==> src/rtl/uart_pkg.sv <==
// Shared types and constants for the UART receive path.
package uart_pkg;

  typedef enum logic [2:0] {
    IDLE,
    START,
    DATA,
    PARITY,
    STOP
  } rx_state_t;

  localparam int DATA_BITS = 8;

  // 50 MHz system clock, 115200 baud
  localparam int unsigned CLKS_PER_BIT_DEF = 434;

endpackage

==> src/rtl/uart_rx_fifo_feeder_sync_2ff.sv <==
// Two-flop synchroniser for an asynchronous single-bit input; reset value selectable.
module sync_2ff #(
  parameter logic RESET_VAL = 1'b0
) (
  input  logic clk,
  input  logic rst,
  input  logic d,
  output logic q
);

  logic meta;

  always_ff @(posedge clk or negedge rst) begin
    if (!rst) begin
      meta <= RESET_VAL;
      q    <= RESET_VAL;
    end else begin
      meta <= d;
      q    <= meta;
    end
  end

endmodule

==> src/rtl/uart_rx_fifo_feeder.sv <==
// 8N1 UART receiver feeding a byte FIFO, with sticky framing/overrun flags.
// Optional parity bit and parity_err flag when UART_RX_PARITY_EN is defined.
module uart_rx_fifo_feeder
  import uart_pkg::*;
#(
  parameter int unsigned CLKS_PER_BIT = CLKS_PER_BIT_DEF,
  parameter int unsigned CNT_W        = 16
`ifdef UART_RX_PARITY_EN
  ,parameter bit         PARITY_ODD   = 1'b0
`endif
) (
  input  logic       clk,
  input  logic       rst,
  input  logic       rx,
  input  logic       fifo_full,
  input  logic       err_clr,
  output logic       fifo_wr,
  output logic [7:0] fifo_data,
  output logic       busy,
  output logic       frame_err,
  output logic       overrun_err
`ifdef UART_RX_PARITY_EN
  ,output logic      parity_err
`endif
);

  localparam logic [CNT_W-1:0] BIT_LAST  = CNT_W'(CLKS_PER_BIT - 1);
  localparam logic [CNT_W-1:0] HALF_LAST = CNT_W'((CLKS_PER_BIT / 2) - 1);
  localparam logic [2:0]       IDX_LAST  = 3'(DATA_BITS - 1);

  rx_state_t        state, state_nx;
  logic [CNT_W-1:0] cnt, cnt_nx;
  logic [2:0]       bit_idx, bit_nx;
  logic [7:0]       shift_reg, shift_nx;
  logic             rx_s, rx_s_d, fall;
  logic             wr_nx, set_frame, set_over;

  sync_2ff #(.RESET_VAL(1'b1)) u_sync (
    .clk (clk),
    .rst (rst),
    .d   (rx),
    .q   (rx_s)
  );

  assign fall = rx_s_d & ~rx_s;
  assign busy = (state != IDLE);

`ifdef UART_RX_PARITY_EN
  logic par_bad, par_bad_nx, set_par;
`endif

  always_comb begin
    state_nx  = state;
    cnt_nx    = cnt + CNT_W'(1);
    bit_nx    = bit_idx;
    shift_nx  = shift_reg;
    wr_nx     = 1'b0;
    set_frame = 1'b0;
    set_over  = 1'b0;
`ifdef UART_RX_PARITY_EN
    par_bad_nx = par_bad;
    set_par    = 1'b0;
`endif
    case (state)
      IDLE: begin
        cnt_nx = '0;
        if (fall) state_nx = START;
      end
      START: begin
        if (cnt == HALF_LAST) begin
          cnt_nx = '0;
          bit_nx = '0;
          state_nx = rx_s ? IDLE : DATA;
        end
      end
      DATA: begin
        if (cnt == BIT_LAST) begin
          cnt_nx   = '0;
          shift_nx = {rx_s, shift_reg[7:1]};
          bit_nx   = bit_idx + 3'd1;
          if (bit_idx == IDX_LAST) begin
`ifdef UART_RX_PARITY_EN
            state_nx = PARITY;
`else
            state_nx = STOP;
`endif
          end
        end
      end
`ifdef UART_RX_PARITY_EN
      PARITY: begin
        if (cnt == BIT_LAST) begin
          cnt_nx     = '0;
          par_bad_nx = ((^shift_reg) ^ rx_s) != PARITY_ODD;
          set_par    = par_bad_nx;
          state_nx   = STOP;
        end
      end
`endif
      STOP: begin
        if (cnt == BIT_LAST) begin
          cnt_nx   = '0;
          state_nx = IDLE;
          // Stop sample ends the frame half a bit early so back-to-back frames are not missed.
          if (!rx_s) begin
            set_frame = 1'b1;
`ifdef UART_RX_PARITY_EN
          end else if (par_bad) begin
            wr_nx = 1'b0;
`endif
          end else if (fifo_full) begin
            set_over = 1'b1;
          end else begin
            wr_nx = 1'b1;
          end
        end
      end
      default: begin
        state_nx = IDLE;
        cnt_nx   = '0;
      end
    endcase
  end

  always_ff @(posedge clk or negedge rst) begin
    if (!rst) begin
      state       <= IDLE;
      cnt         <= '0;
      bit_idx     <= '0;
      rx_s_d      <= 1'b1;
      fifo_wr     <= 1'b0;
      fifo_data   <= '0;
      frame_err   <= 1'b0;
      overrun_err <= 1'b0;
    end else begin
      state   <= state_nx;
      cnt     <= cnt_nx;
      bit_idx <= bit_nx;
      rx_s_d  <= rx_s;
      fifo_wr <= wr_nx;
      if (wr_nx) fifo_data <= shift_reg;
      // Sticky flags: a set in the same cycle as err_clr takes priority.
      if (set_frame)    frame_err <= 1'b1;
      else if (err_clr) frame_err <= 1'b0;
      if (set_over)     overrun_err <= 1'b1;
      else if (err_clr) overrun_err <= 1'b0;
    end
  end

  always_ff @(posedge clk) begin
    shift_reg <= shift_nx;
  end

`ifdef UART_RX_PARITY_EN
  always_ff @(posedge clk or negedge rst) begin
    if (!rst) begin
      par_bad    <= 1'b0;
      parity_err <= 1'b0;
    end else begin
      par_bad <= par_bad_nx;
      if (set_par)      parity_err <= 1'b1;
      else if (err_clr) parity_err <= 1'b0;
    end
  end
`endif

endmodule

==> config.mk <==
export PLATFORM = sky130hd
export DESIGN_NAME = uart_rx_fifo_feeder
export DESIGN_NICKNAME = d
export VERILOG_FILES = /design/src/rtl/uart_pkg.sv /design/src/rtl/uart_rx_fifo_feeder_sync_2ff.sv /design/src/rtl/uart_rx_fifo_feeder.sv
export SDC_FILE = /design/constraint.sdc
export NUM_CORES = 1
export LEC_CHECK = 0
export BUFFER_PORTS_ARGS = -buffer_cell sky130_fd_sc_hd__buf_4
export CORE_AREA = 2 2 63 65
export CTS_CLUSTER_DIAMETER = 80
export CTS_CLUSTER_SIZE = 30
export DETAILED_ROUTE_END_ITERATION = 7
export DIE_AREA = 0 0 65 67
export GPL_TIMING_DRIVEN = 0
export MAX_ROUTING_LAYER = met4
export PLACE_DENSITY = 0.78
export SYNTH_ARGS = -nofsm -noshare
export SYNTH_HDL_FRONTEND = slang
export SYNTH_SLANG_ARGS = --single-unit
==> constraint.sdc <==
create_clock -name clk -period 2.69 [get_ports clk]
set_clock_uncertainty 0.2 [all_clocks]
set_input_delay 0.269 -clock clk [delete_from_list [all_inputs] [get_ports clk]]
set_output_delay 0.269 -clock clk [all_outputs]
set_load 0.02 [all_outputs]
Word level (Yosys, flattened, before mapping)
Index checks and enable logic that the tools add are counted.
{ "word_totals": {"reg_bits": 44, "latchBits": 0, "mem_bits_rw": 0, "rom_bits": 0, "input_bits": 5, "out_inout_bits": 12, "elab_cells": 62, "memories": 0} }
{ "op_classes": {"n_addsub": 2, "mul": 0, "div_mod_pow": 0, "order_cmp": 0, "n_eq_ne": 11, "n_shift": 0, "muxes": 27, "n_bitwise": 2, "n_reduce_logical": 9} }
{ "op_table": {"columns": ["operator", "count"], "rows": [
  ["16-bit two-way mux", 2],
  ["16-bit case mux with 2 select lines", 1],
  ["3-bit two-way mux", 7],
  ["16-bit by 1-bit adder with 16-bit output, second input constant", 1],
  ["16-bit by 8-bit equality test with 1-bit output, second input constant", 1],
  ["16-bit by 9-bit equality test with 1-bit output, second input constant", 1],
  ["1-bit two-way mux", 14],
  ["3-bit case mux with 4 select lines", 1],
  ["2-bit != test, second input constant", 5],
  ["3-bit equality test, second input constant", 2],
  ["3-bit case mux with 2 select lines", 1],
  ["2-bit nonzero test", 3],
  ["5-bit AND reduction", 1],
  ["3-bit by 1-bit adder with 3-bit output, second input constant", 1],
  ["3-bit by 1-bit equality test with 1-bit output, second input constant", 1],
  ["3-bit by 2-bit equality test with 1-bit output, second input constant", 1],
  ["3-bit logical NOT", 1],
  ["3-bit AND reduction", 1],
  ["3-bit nonzero test", 1],
  ["2-bit two-way mux", 1],
  ["2-bit AND reduction", 1],
  ["2-bit OR reduction", 1],
  ["1-bit AND", 1],
  ["1-bit NOT", 1]
]} }

Longest topological paths before layout
Gate-level depths: netlist (run 1).
{ "depth": {"ltp_word": 5, "ltp_mapped": 8} }

Modules after synthesis
From an unflattened synthesis (run 1), not the netlist that was laid out.
{ "hier_totals": {"hier_cells": 164, "area_unflattened_um2": 1978.1} }
{ "by_module_without_submodules": {"columns": ["module", "instances", "cells_per_inst", "area_each_um2", "seq_area_each_um2"], "rows": [
  ["uart_rx_fifo_feeder", 1, 162, 1925.6, 1092.3],
  ["sync_2ff", 1, 2, 52.6, 52.6]
]} }

Worst setup path before layout (run 1)
No wires, ideal clock.
{ "synth_path": {"path_type": "register to register", "start": "register cnt[12]", "end": "register fifo_data[0]", "setup_time_ps": 125, "arrival_ps": 1788, "required_time_ps": 2365, "setup_slack_ps": 576, "path_stages_with_launch": 6, "path_buffers": 1, "synth_period_minus_slack_ps": 2114, "cell_sequence": "dfrtp_1 nor4_4 nand4_4 or3_1 buf_6 mux2_4"} }
{ "synth_between": {"elab_chain_len": 3} }
{ "synth_rtl": {"columns": ["element", "line", "source"], "rows": [
  ["from (decl)", "uart_rx_fifo_feeder.sv:32", "logic [CNT_W-1:0] cnt, cnt_nx;"],
  ["from (signal assigned)", "uart_rx_fifo_feeder.sv:137", "cnt <= cnt_nx;"],
  ["16-bit by 9-bit equality test with 1-bit output", "uart_rx_fifo_feeder.sv:101", "if (cnt == BIT_LAST) begin"],
  ["1-bit two-way mux", "uart_rx_fifo_feeder.sv:101", null],
  ["1-bit two-way mux", "uart_rx_fifo_feeder.sv:64", "case (state)"],
  ["to (signal assigned)", "uart_rx_fifo_feeder.sv:141", "if (wr_nx) fifo_data <= shift_reg;"],
  ["to (decl)", "uart_rx_fifo_feeder.sv:18", "output logic [7:0] fifo_data,"]
]} }
Every way passes these cells.
A chain may end at the register's enable or synchronous reset.

Worst setup path in the final report (run 1)
{ "layout_path": {"start": "register cnt[1]", "end": "register cnt[14]"} }
{ "layout_between": {"elab_chain_len": 3, "word_cells_on_any_way": 6, "classes_between": "add/sub (1); eq/ne (2); mux (3)"} }
{ "layout_rtl": {"columns": ["element", "line", "source"], "rows": [
  ["16-bit by 1-bit adder with 16-bit output, or another cell as far along", "uart_rx_fifo_feeder.sv:54", "cnt_nx = cnt + CNT_W'(1);"],
  ["16-bit two-way mux, on equally long branches", "uart_rx_fifo_feeder.sv:77, uart_rx_fifo_feeder.sv:101, uart_rx_fifo_feeder.sv:70", null],
  ["16-bit case mux with 2 select lines (*)", "uart_rx_fifo_feeder.sv:64", null],
  ["via cnt_nx[14]", "uart_rx_fifo_feeder.sv:32", null]
]} }
Mark *: on every way through the listed nets, which the timed path passes. The rest lies on a longest branch.

==> impl_metrics.py, run 1 <==
metrics = {
    "sta": {
        "finalWorstSetupSlack_ns": 0.315,
        "slew_headroom_pct": 51.5,
        "clock.fmax_mhz": 421,
        "hold_viol": 0,
        "finalSetupTns_ns": 0,
        "rsz0062_at_grt": "false",
        "setup_viol": 0,
        "slew_violations": 0,
        "fin_crit_sh_pct": 88.3,
        "tightest_slew_ns": 0.725,
        "finalCriticalPeriod_ns": 2.37,
    },
    "outcome": {
        "outcome": "finished, final reports clean",
    },
    "critical_path": {
        "critPathRequiredTime_ns": 2.67,
        "end_kind": "register",
        "slowest_stage": "dfrtp_1",
        "start_kind": "register",
        "r2r_slack_ns": 0.32,
        "reg2reg_depth": 8,
        "cp_common_cell": "buf_2",
        "crit_path_max_fanout": 10,
        "crit_start": "cnt[1]$_DFF_PN0_",
        "slowest_delay_ns": 0.40,
        "path_cells": "inv_1, ha_1, nor3b_2, and4_2, buf_2, a2bb2oi_2, buf_2, nor2_1",
        "r2r-end": "cnt[14]$_DFF_PN0_",
        "critPathArrivalTime_ns": 2.36,
        "worstSetupPathType": "register to register",
        "r2r_start": "cnt[1]$_DFF_PN0_",
    },
    "place": {
        "gp_congestion": 0.842,
        "post-place-ws_ns": 0.367,
        "portBuffers": 16,
        "hpwl_mm": 2.70,
    },
    "grt": {
        "grt_pass1_vias": 1400,
        "grt_pass1_wl_mm": 6.34,
        "grt_util_all_layers_pct": 19.9,
        "gr-total-overflow": 0,
        "antenna_found_initial": 0,
        "grt_max_degree": 37,
    },
    "logic_synthesis": {
        "avgSynthCellArea_sq_um": 12.1,
        "synth_nets": 178,
        "synth-async-reset-ratio_pct": 81.8,
        "synthCells": 168,
        "synth_edf_count": 8,
        "synth.ff_latch_count": 44,
        "ys.flop_type": "dfrtp_1",
        "syn_area_sq_mm": 0.00203,
        "ys_seq_area_share_pct": 56.3,
        "yosysWarnings": 0,
        "synth_cell_types": 41,
    },
    "finish": {
        "antenna_cells": 0,
        "multiInputGateArea_sq_um": 830,
        "largest_reg_flops": 16,
        "layout_common_cells": "dfrtp_1 (33), nor2_1 (21), buf_4 (17)",
        "fillers": 272,
        "layout.nets": 205,
        "final_layout_size_suffix_gt1_share_pct": 23.5,
        "layout_commonest_cell": "dfrtp_1",
        "seq_area_sq_mm": 0.00114,
        "syn_to_final_growth_pct": 16.3,
    },
    "clock_network": {
        "clock_sinks": 44,
        "cts-resized-gates": 0,
        "cts-root-buf": "clkbuf_8",
        "clkSlewWorstSetupHoldPaths_ns": 0.08,
        "cts_buffers": 5,
        "insertion_delay_ns": 0.31,
        "tritoncts": "done",
        "cts_setup_buffers": 0,
        "cts_buffer_depth": 2,
        "h-tree-depth": 2,
    },
    "routing": {
        "vias": 1361,
        "drc_errors": 0,
        "dr.pass1.iters": 4,
        "drtAntennaViolNets": 0,
        "dr.first_iter.drc_count": 137,
        "viasPerCell": 5.58,
        "avgRoutedWirePerCell_um": 15.7,
        "routed_wl_mm": 3.83,
    },
    "die": {
        "start_util_pct": 56.4,
        "core.rowCount": 22,
        "die-area_sq_mm": 0.00436,
        "die_w_um": 65,
        "die_h_um": 67,
        "core_sq_mm": 0.00361,
        "io_pins": 17,
    },
    "power_and_ir_drop": {
        "power_switching_w": 0.000402,
        "p_leak_nw": 1.03,
        "pwr-share-seq_pct": 51.7,
        "clock_power_share_pct": 34.4,
        "sw_frac_of_total_pct": 27.2,
        "p_int_w": 0.00108,
        "combPwrFrac_pct": 13.9,
        "ir_drop_mv": 0.352,
        "power.density_mw_per_mm2": 626,
    },
    "worst_hold_path": {
        "min_path_cells": 0,
        "hold_class": "register to register",
        "hold_start": "u_sync.meta$_DFF_PN1_",
        "hold_path_end": "u_sync.q$_DFF_PN1_",
    },
    "job": {
        "drv_cap": 0,
    },
}
-- Yosys cell counts (3+ instances only) --
cell type	number	share of area, %
dfrtp_1	33	41
nor2_1	21	3.9
nand3_1	12	3.0
xnor2_1	12	5.2
edfxtp_1	8	12
mux2_4	8	5.9
nand2_1	8	1.5
inv_1	6	1.1
ha_1	5	3.1
nand4_1	5	1.5
nor4_1	5	1.5
nor3_1	4	0.98
dfstp_2	3	3.9
-- layout make-up --
cell class / count / share of cell area, %
Buffer: 5 / 1.53
Clock buffer: 5 / 2.91
Clock inverter: 3 / 1.80
Inverter: 6 / 0.952
Multi-Input combinational cell: 113 / 35.1
Sequential cell: 44 / 48.4
Tap cell: 48 / 2.54
Timing Repair Buffer: 20 / 6.77
-- layer usage --
metal	wire length [um]	track usage [%]	part of all wire, %	vias to the layer above
met3	135	5.24	3.5	8
met2	1960	32.7	51	27
met1	1660	23.2	43	678
li1	-	-	-	648
met5	0	-	0	-
met4	74	8.78	1.9	0
-- cells by family after synthesis --
kind of cell             synth area share [%]
AO/OA/AOI/OAI                            4.12
XOR/XNOR                                 6.03
adder cells (fa/ha/maj)                  3.08
buffers and inverters                    2.89
flip-flops                               56.3
multiplexers                             5.91
AND/OR/NAND/NOR                          21.7
-- critical path, delay by kind of cell, from the launching register on --
| family | cells | cell delay, ns |
|---|---|---|
| adders and majority gates | 1 | 0.14 |
| and+or+nand+nor | 3 | 0.65 |
| buffers and inverters | 3 | 0.54 |
| AOI/OAI and AO/OA | 1 | 0.33 |
| DFF | 1 | 0.40 |
-- power groups by stage --
| stage | clock network (W) | registers, W | logic, W |
|---|---|---|---|
| after floorplan | 0 | 0.000769 | 0.000146 |
| after global placement | 0 | 0.000776 | 0.000192 |
| after detailed placement | 0 | 0.000779 | 0.000199 |
| after CTS | 0.000517 | 0.000766 | 0.000208 |
| after global routing | 0.000538 | 0.000774 | 0.000236 |
| final | 0.000509 | 0.000767 | 0.000206 |
-- metrics by stage --
step / hold slack (ns) / util [%] / instance area (sq um) / instances / power [W]
finish: 0.164 / 65.6 / 2360 / 244 / 0.00148
global route: 0.167 / 65.6 / 2360 / 244 / 0.00155
CTS: 0.165 / 65.6 / 2360 / 244 / 0.00149
detailed placement: 0.0490 / 61.4 / 2210 / 232 / 0.000979
global placement: 0.0382 / 61.4 / 2210 / 232 / 0.000968
floorplan: -0.227 / - / 2030 / 168 / 0.000915
-- timing repair --
action                                  in CTS  in global routing
hold buffers                                 4                  0
endpoints found under the setup margin       0                  0
hold endpoints to repair                    37                  0
-- worst max path at each step --
| stage | end | slack [ns] | cells after the start |
|---|---|---|---|
| floorplan | fifo_data[0]$_DFFE_PN0P_ | 0.58 | 5 |
| global placement | cnt[14]$_DFF_PN0_ | 0.41 | 8 |
| detailed placement | cnt[14]$_DFF_PN0_ | 0.37 | 8 |
| CTS | cnt[14]$_DFF_PN0_ | 0.32 | 8 |
| global route | cnt[14]$_DFF_PN0_ | 0.16 | 8 |
| finish | cnt[14]$_DFF_PN0_ | 0.32 | 8 |
Power figures use the tool's default switching activity.
==> inputs of run 2 (changes only) <==
GPL_TIMING_DRIVEN = 1   (was 0)
==> impl_metrics.py, run 2 (synthesized netlist as in run 1, its figures left out) <==
metrics = {
    "power_and_ir_drop": {
        "clock_power_share_pct": 34.4,
        "power_switching_w": 0.000391,
        "p_int_w": 0.00108,
        "p_leak_nw": 1.03,
        "sw_frac_of_total_pct": 26.6,
        "pwr-share-seq_pct": 53.0,
        "ir_drop_mv": 0.338,
        "power.density_mw_per_mm2": 620,
        "combPwrFrac_pct": 12.6,
    },
    "finish": {
        "largest_reg_flops": 16,
        "syn_to_final_growth_pct": 16.6,
        "final_layout_size_suffix_gt1_share_pct": 24.0,
        "fillers": 261,
        "antenna_cells": 0,
        "layout_commonest_cell": "dfrtp_1",
        "layout.nets": 205,
        "seq_area_sq_mm": 0.00114,
        "multiInputGateArea_sq_um": 830,
        "layout_common_cells": "dfrtp_1 (33), nor2_1 (21), buf_4 (21)",
    },
    "grt": {
        "gr-total-overflow": 0,
        "grt_max_degree": 37,
        "grt_util_all_layers_pct": 20.9,
        "use_met3_pct": 5.41,
        "grt_pass1_vias": 1359,
        "grt_pass1_wl_mm": 6.55,
        "antenna_found_initial": 0,
        "met2_usage_pct": 33.4,
        "busiest_layer": "met2",
        "grtUsageMet1_pct": 25.6,
    },
    "critical_path": {
        "worstSetupPathType": "register to register",
        "slowest_delay_ns": 0.61,
        "end_kind": "register",
        "path_cells": "inv_1, ha_1, nor3b_2, nand4_4, or3_1, mux2_4",
        "slowest_stage": "or3_1",
        "cpLargestDelayFamily": "simple AND/OR/NAND/NOR gates",
        "crit_path_max_fanout": 8,
        "start_kind": "register",
        "crit_buf_inv": 1,
        "critPathArrivalTime_ns": 2.37,
        "critPathRequiredTime_ns": 2.67,
    },
    "sta": {
        "whs_ns": 0.158,
        "tightest_slew_ns": 0.508,
        "hold_viol": 0,
        "setup_viol": 0,
        "slew_headroom_pct": 66.0,
        "finalSetupTns_ns": 0,
        "slew_violations": 0,
        "rsz0062_at_grt": "false",
        "fin_crit_sh_pct": 88.8,
        "finalCriticalPeriod_ns": 2.39,
        "clock.fmax_mhz": 419,
    },
    "clock_network": {
        "clkSlewWorstSetupHoldPaths_ns": 0.08,
        "insertion_delay_ns": 0.30,
        "clock_sinks": 44,
        "cts-root-buf": "clkbuf_8",
        "cts_buffer_depth": 2,
        "cts_buffers": 5,
        "tritoncts": "done",
        "h-tree-depth": 2,
    },
    "die": {
        "die-area_sq_mm": 0.00436,
        "io_pins": 17,
        "die_w_um": 65,
        "core.rowCount": 22,
        "die_h_um": 67,
        "core_sq_mm": 0.00361,
        "start_util_pct": 56.4,
    },
    "routing": {
        "avgRoutedWirePerCell_um": 15.3,
        "vias": 1339,
        "routed_wl_mm": 3.73,
        "drc_errors": 0,
        "dr.first_iter.drc_count": 135,
        "viasPerCell": 5.49,
        "drtAntennaViolNets": 0,
        "dr.pass1.iters": 4,
    },
    "place": {
        "gp_congestion": 0.941,
        "hpwl_mm": 2.65,
        "portBuffers": 16,
    },
    "job": {
        "drv_cap": 0,
    },
    "worst_hold_path": {
        "hold_class": "register to register",
    },
    "outcome": {
        "outcome": "finished, final reports clean",
    },
}
## run 2: cell types whose count changed in the layout (fill, tap and decap cells not counted), sizes merged
cell and change:
buf +1, clkbuf -1, clkinvlp +1, inv +1, clkinv -2
## run 2: final timing paths
check / startpoint / to / slack [ns] / cells past startpoint
max in group asynchronous: rst / u_sync.meta$_DFF_PN1_ / 1.69 / 2
min in group asynchronous: rst / fifo_data[1]$_DFFE_PN0P_ / 0.25 / 2
worst min-delay path: u_sync.meta$_DFF_PN1_ / u_sync.q$_DFF_PN1_ / 0.16 / 0
worst min register to register: u_sync.meta$_DFF_PN1_ / u_sync.q$_DFF_PN1_ / 0.16 / 0
worst max-delay path: cnt[1]$_DFF_PN0_ / fifo_data[6]$_DFFE_PN0P_ / 0.30 / 6
worst max register to register: cnt[1]$_DFF_PN0_ / fifo_data[6]$_DFFE_PN0P_ / 0.30 / 6
## run 2: power groups by stage
stage	combinational, W	sequential (W)	clock (W)
2_1_floorplan	0.000146	0.000769	0
3_3_place_gp	0.000176	0.000787	0
3_5_place_dp	0.000178	0.000792	0
4_1_cts	0.000187	0.000779	0.000517
5_1_grt	0.000214	0.000789	0.000546
6_report	0.000185	0.000779	0.000506
## run 2: routing by layer
layer / vias to the layer above / share of wire (%)
li1: 647 / -
met1: 656 / 44
met2: 31 / 50
met3: 5 / 4.1
met4: 0 / 1.6
met5: - / 0
## run 2: layout make-up
type | instances | share of cell area, %
well taps | 48 | 2.53
clock buffers | 5 | 2.90
repair buffers | 25 | 8.34
flip-flops and latches | 44 | 48.3
multi-input cells | 113 | 35.0
inverters | 6 | 0.950
clock inverters | 3 | 1.95
## run 2: repair_timing
item	in CTS	in global routing
resized for setup	0	0
endpoints found under the setup margin	0	0
setup buffers	0	0
endpoints found under the hold margin	37	0
hold buffers	4	0
## run 2: worst register-to-register path, cell delays in order (launching register included)
cell and delay [ns]:
dfrtp_1 0.41, inv_1 0.09, ha_1 0.14, nor3b_2 0.28
nand4_4 0.18, or3_1 0.61, mux2_4 0.38
## run 2: stage by stage
stage,util (%),total power (W),instance area (sq um),setup WS [ns],cells
after global routing,65.7,0.00155,2370,0.171,244
after CTS,65.7,0.00148,2370,0.295,244
final,65.7,0.00147,2370,0.301,244
after global placement,61.4,0.000962,2210,0.379,232
after floorplan,-,0.000915,2030,0.576,168
after detailed placement,61.4,0.000970,2210,0.300,232
==> inputs of run 3 (changes only) <==
RECOVER_POWER = 50   (was default)
==> impl_metrics.py, run 3 (synthesized netlist as in run 1, its figures left out) <==
metrics = {
    "die": {
        "start_util_pct": 56.4,
        "core.rowCount": 22,
        "die_w_um": 65,
        "die-area_sq_mm": 0.00436,
        "io_pins": 17,
        "core_sq_mm": 0.00361,
        "die_h_um": 67,
    },
    "power_and_ir_drop": {
        "p_leak_nw": 1.01,
        "power.density_mw_per_mm2": 624,
        "p_total_w": 0.00147,
        "ir_drop_mv": 0.337,
    },
    "sta": {
        "hold_viol": 0,
        "slew_headroom_pct": 41.9,
        "slew_violations": 0,
        "clock.fmax_mhz": 417,
        "finalSetupTns_ns": 0,
        "finalCriticalPeriod_ns": 2.40,
        "fin_crit_sh_pct": 89.2,
        "setup_viol": 0,
        "tightest_slew_ns": 0.871,
        "rsz0062_at_grt": "false",
    },
    "critical_path": {
        "r2r_slack_ns": 0.29,
        "slowest_stage": "or3_1",
        "end_kind": "register",
        "path_cells": "inv_1, ha_1, nor3b_2, nand4_4, or3_1, mux2_4",
        "crit_path_max_fanout": 8,
        "critPathArrivalTime_ns": 2.38,
        "path_depth": 6,
        "crit_buf_inv": 1,
        "start_kind": "register",
        "worstSetupPathType": "register to register",
        "reg2reg_depth": 6,
        "slowest_delay_ns": 0.62,
        "r2r_start": "cnt[1]$_DFF_PN0_",
        "critPathRequiredTime_ns": 2.67,
        "crit_start": "cnt[1]$_DFF_PN0_",
        "cpLargestDelayFamily": "simple AND/OR/NAND/NOR gates",
    },
    "clock_network": {
        "tritoncts": "done",
        "h-tree-depth": 2,
        "cts_buffer_depth": 2,
        "cts-root-buf": "clkbuf_8",
        "cts_setup_buffers": 0,
        "cts_buffers": 5,
        "insertion_delay_ns": 0.30,
        "clock_sinks": 44,
        "clkSlewWorstSetupHoldPaths_ns": 0.08,
    },
    "grt": {
        "gr-total-overflow": 0,
        "grt_util_all_layers_pct": 20.9,
        "grt_pass1_wl_mm": 6.55,
        "antenna_found_initial": 0,
        "grt_max_degree": 37,
        "grt_pass1_vias": 1359,
    },
    "worst_hold_path": {
        "hold_class": "register to register",
        "hold_start": "u_sync.meta$_DFF_PN1_",
        "min_path_cells": 0,
    },
    "routing": {
        "vias": 1360,
        "drc_errors": 0,
        "dr.first_iter.drc_count": 137,
        "drtAntennaViolNets": 0,
        "avgRoutedWirePerCell_um": 15.3,
        "routed_wl_mm": 3.74,
        "dr.pass1.iters": 4,
        "viasPerCell": 5.57,
    },
    "outcome": {
        "outcome": "finished, final reports clean",
    },
    "finish": {
        "layout_common_cells": "dfrtp_1 (33), nor2_1 (21), buf_4 (16)",
        "syn_to_final_growth_pct": 15.9,
        "layout.nets": 205,
        "final_layout_size_suffix_gt1_share_pct": 21.9,
        "antenna_cells": 0,
        "largest_reg_flops": 16,
        "layout_commonest_cell": "dfrtp_1",
    },
    "place": {
        "gp_congestion": 0.941,
        "hpwl_mm": 2.65,
        "portBuffers": 16,
    },
    "job": {
        "drv_cap": 0,
    },
}
run 3: cell count changes in the layout (fill, tap and decap cells not counted), sizes merged:
cell,change
buf,-5
clkbuf,+5
run 3: what timing repair did:
item,in CTS,in global routing
gates resized for setup,0,0
hold endpoints to repair,37,0
setup endpoints to repair,0,0
hold buffers,4,0
run 3: power by group:
part           total, W  switching, W  internal (W)
clock          0.000506      0.000227      0.000280
sequential     0.000779     0.0000619      0.000717
combinational  0.000184      0.000104     0.0000807
run 3: final cells by class:
type,instances,area [sq um]
Multi-Input combinational cell,113,830
Fill cell,265,1250
Sequential cell,44,1140
Timing Repair Buffer,25,184
Tap cell,48,60.1
Clock buffer,5,68.8
Clock inverter,3,46.3
Inverter,6,22.5
run 3: worst paths after layout:
| check | to |
|---|---|
| min in group asynchronous | fifo_data[1]$_DFFE_PN0P_ |
| setup reg to reg | fifo_data[6]$_DFFE_PN0P_ |
| hold reg to reg | u_sync.q$_DFF_PN1_ |
| setup / recovery | fifo_data[6]$_DFFE_PN0P_ |
| max in group asynchronous | cnt[15]$_DFF_PN0_ |
| hold / removal | u_sync.q$_DFF_PN1_ |
run 3: per-stage QoR:
stage | utilization, % | instance area (sq um) | instances | hold slack [ns] | setup WS (ns)
6_report | 65.3 | 2360 | 244 | 0.163 | 0.289
5_1_grt | 65.3 | 2360 | 244 | 0.178 | 0.171
4_1_cts | 65.7 | 2370 | 244 | 0.159 | 0.295
3_5_place_dp | 61.4 | 2210 | 232 | 0.0452 | 0.300
3_3_place_gp | 61.4 | 2210 | 232 | 0.0390 | 0.379
2_1_floorplan | - | 2030 | 168 | -0.227 | 0.576
run 3: routing by layer:
metal  GRT usage, %  share of wire (%)
met1           25.6                 45
met5              -                  0
met2           33.4                 50
met3           5.41                3.8
met4           7.98                1.6
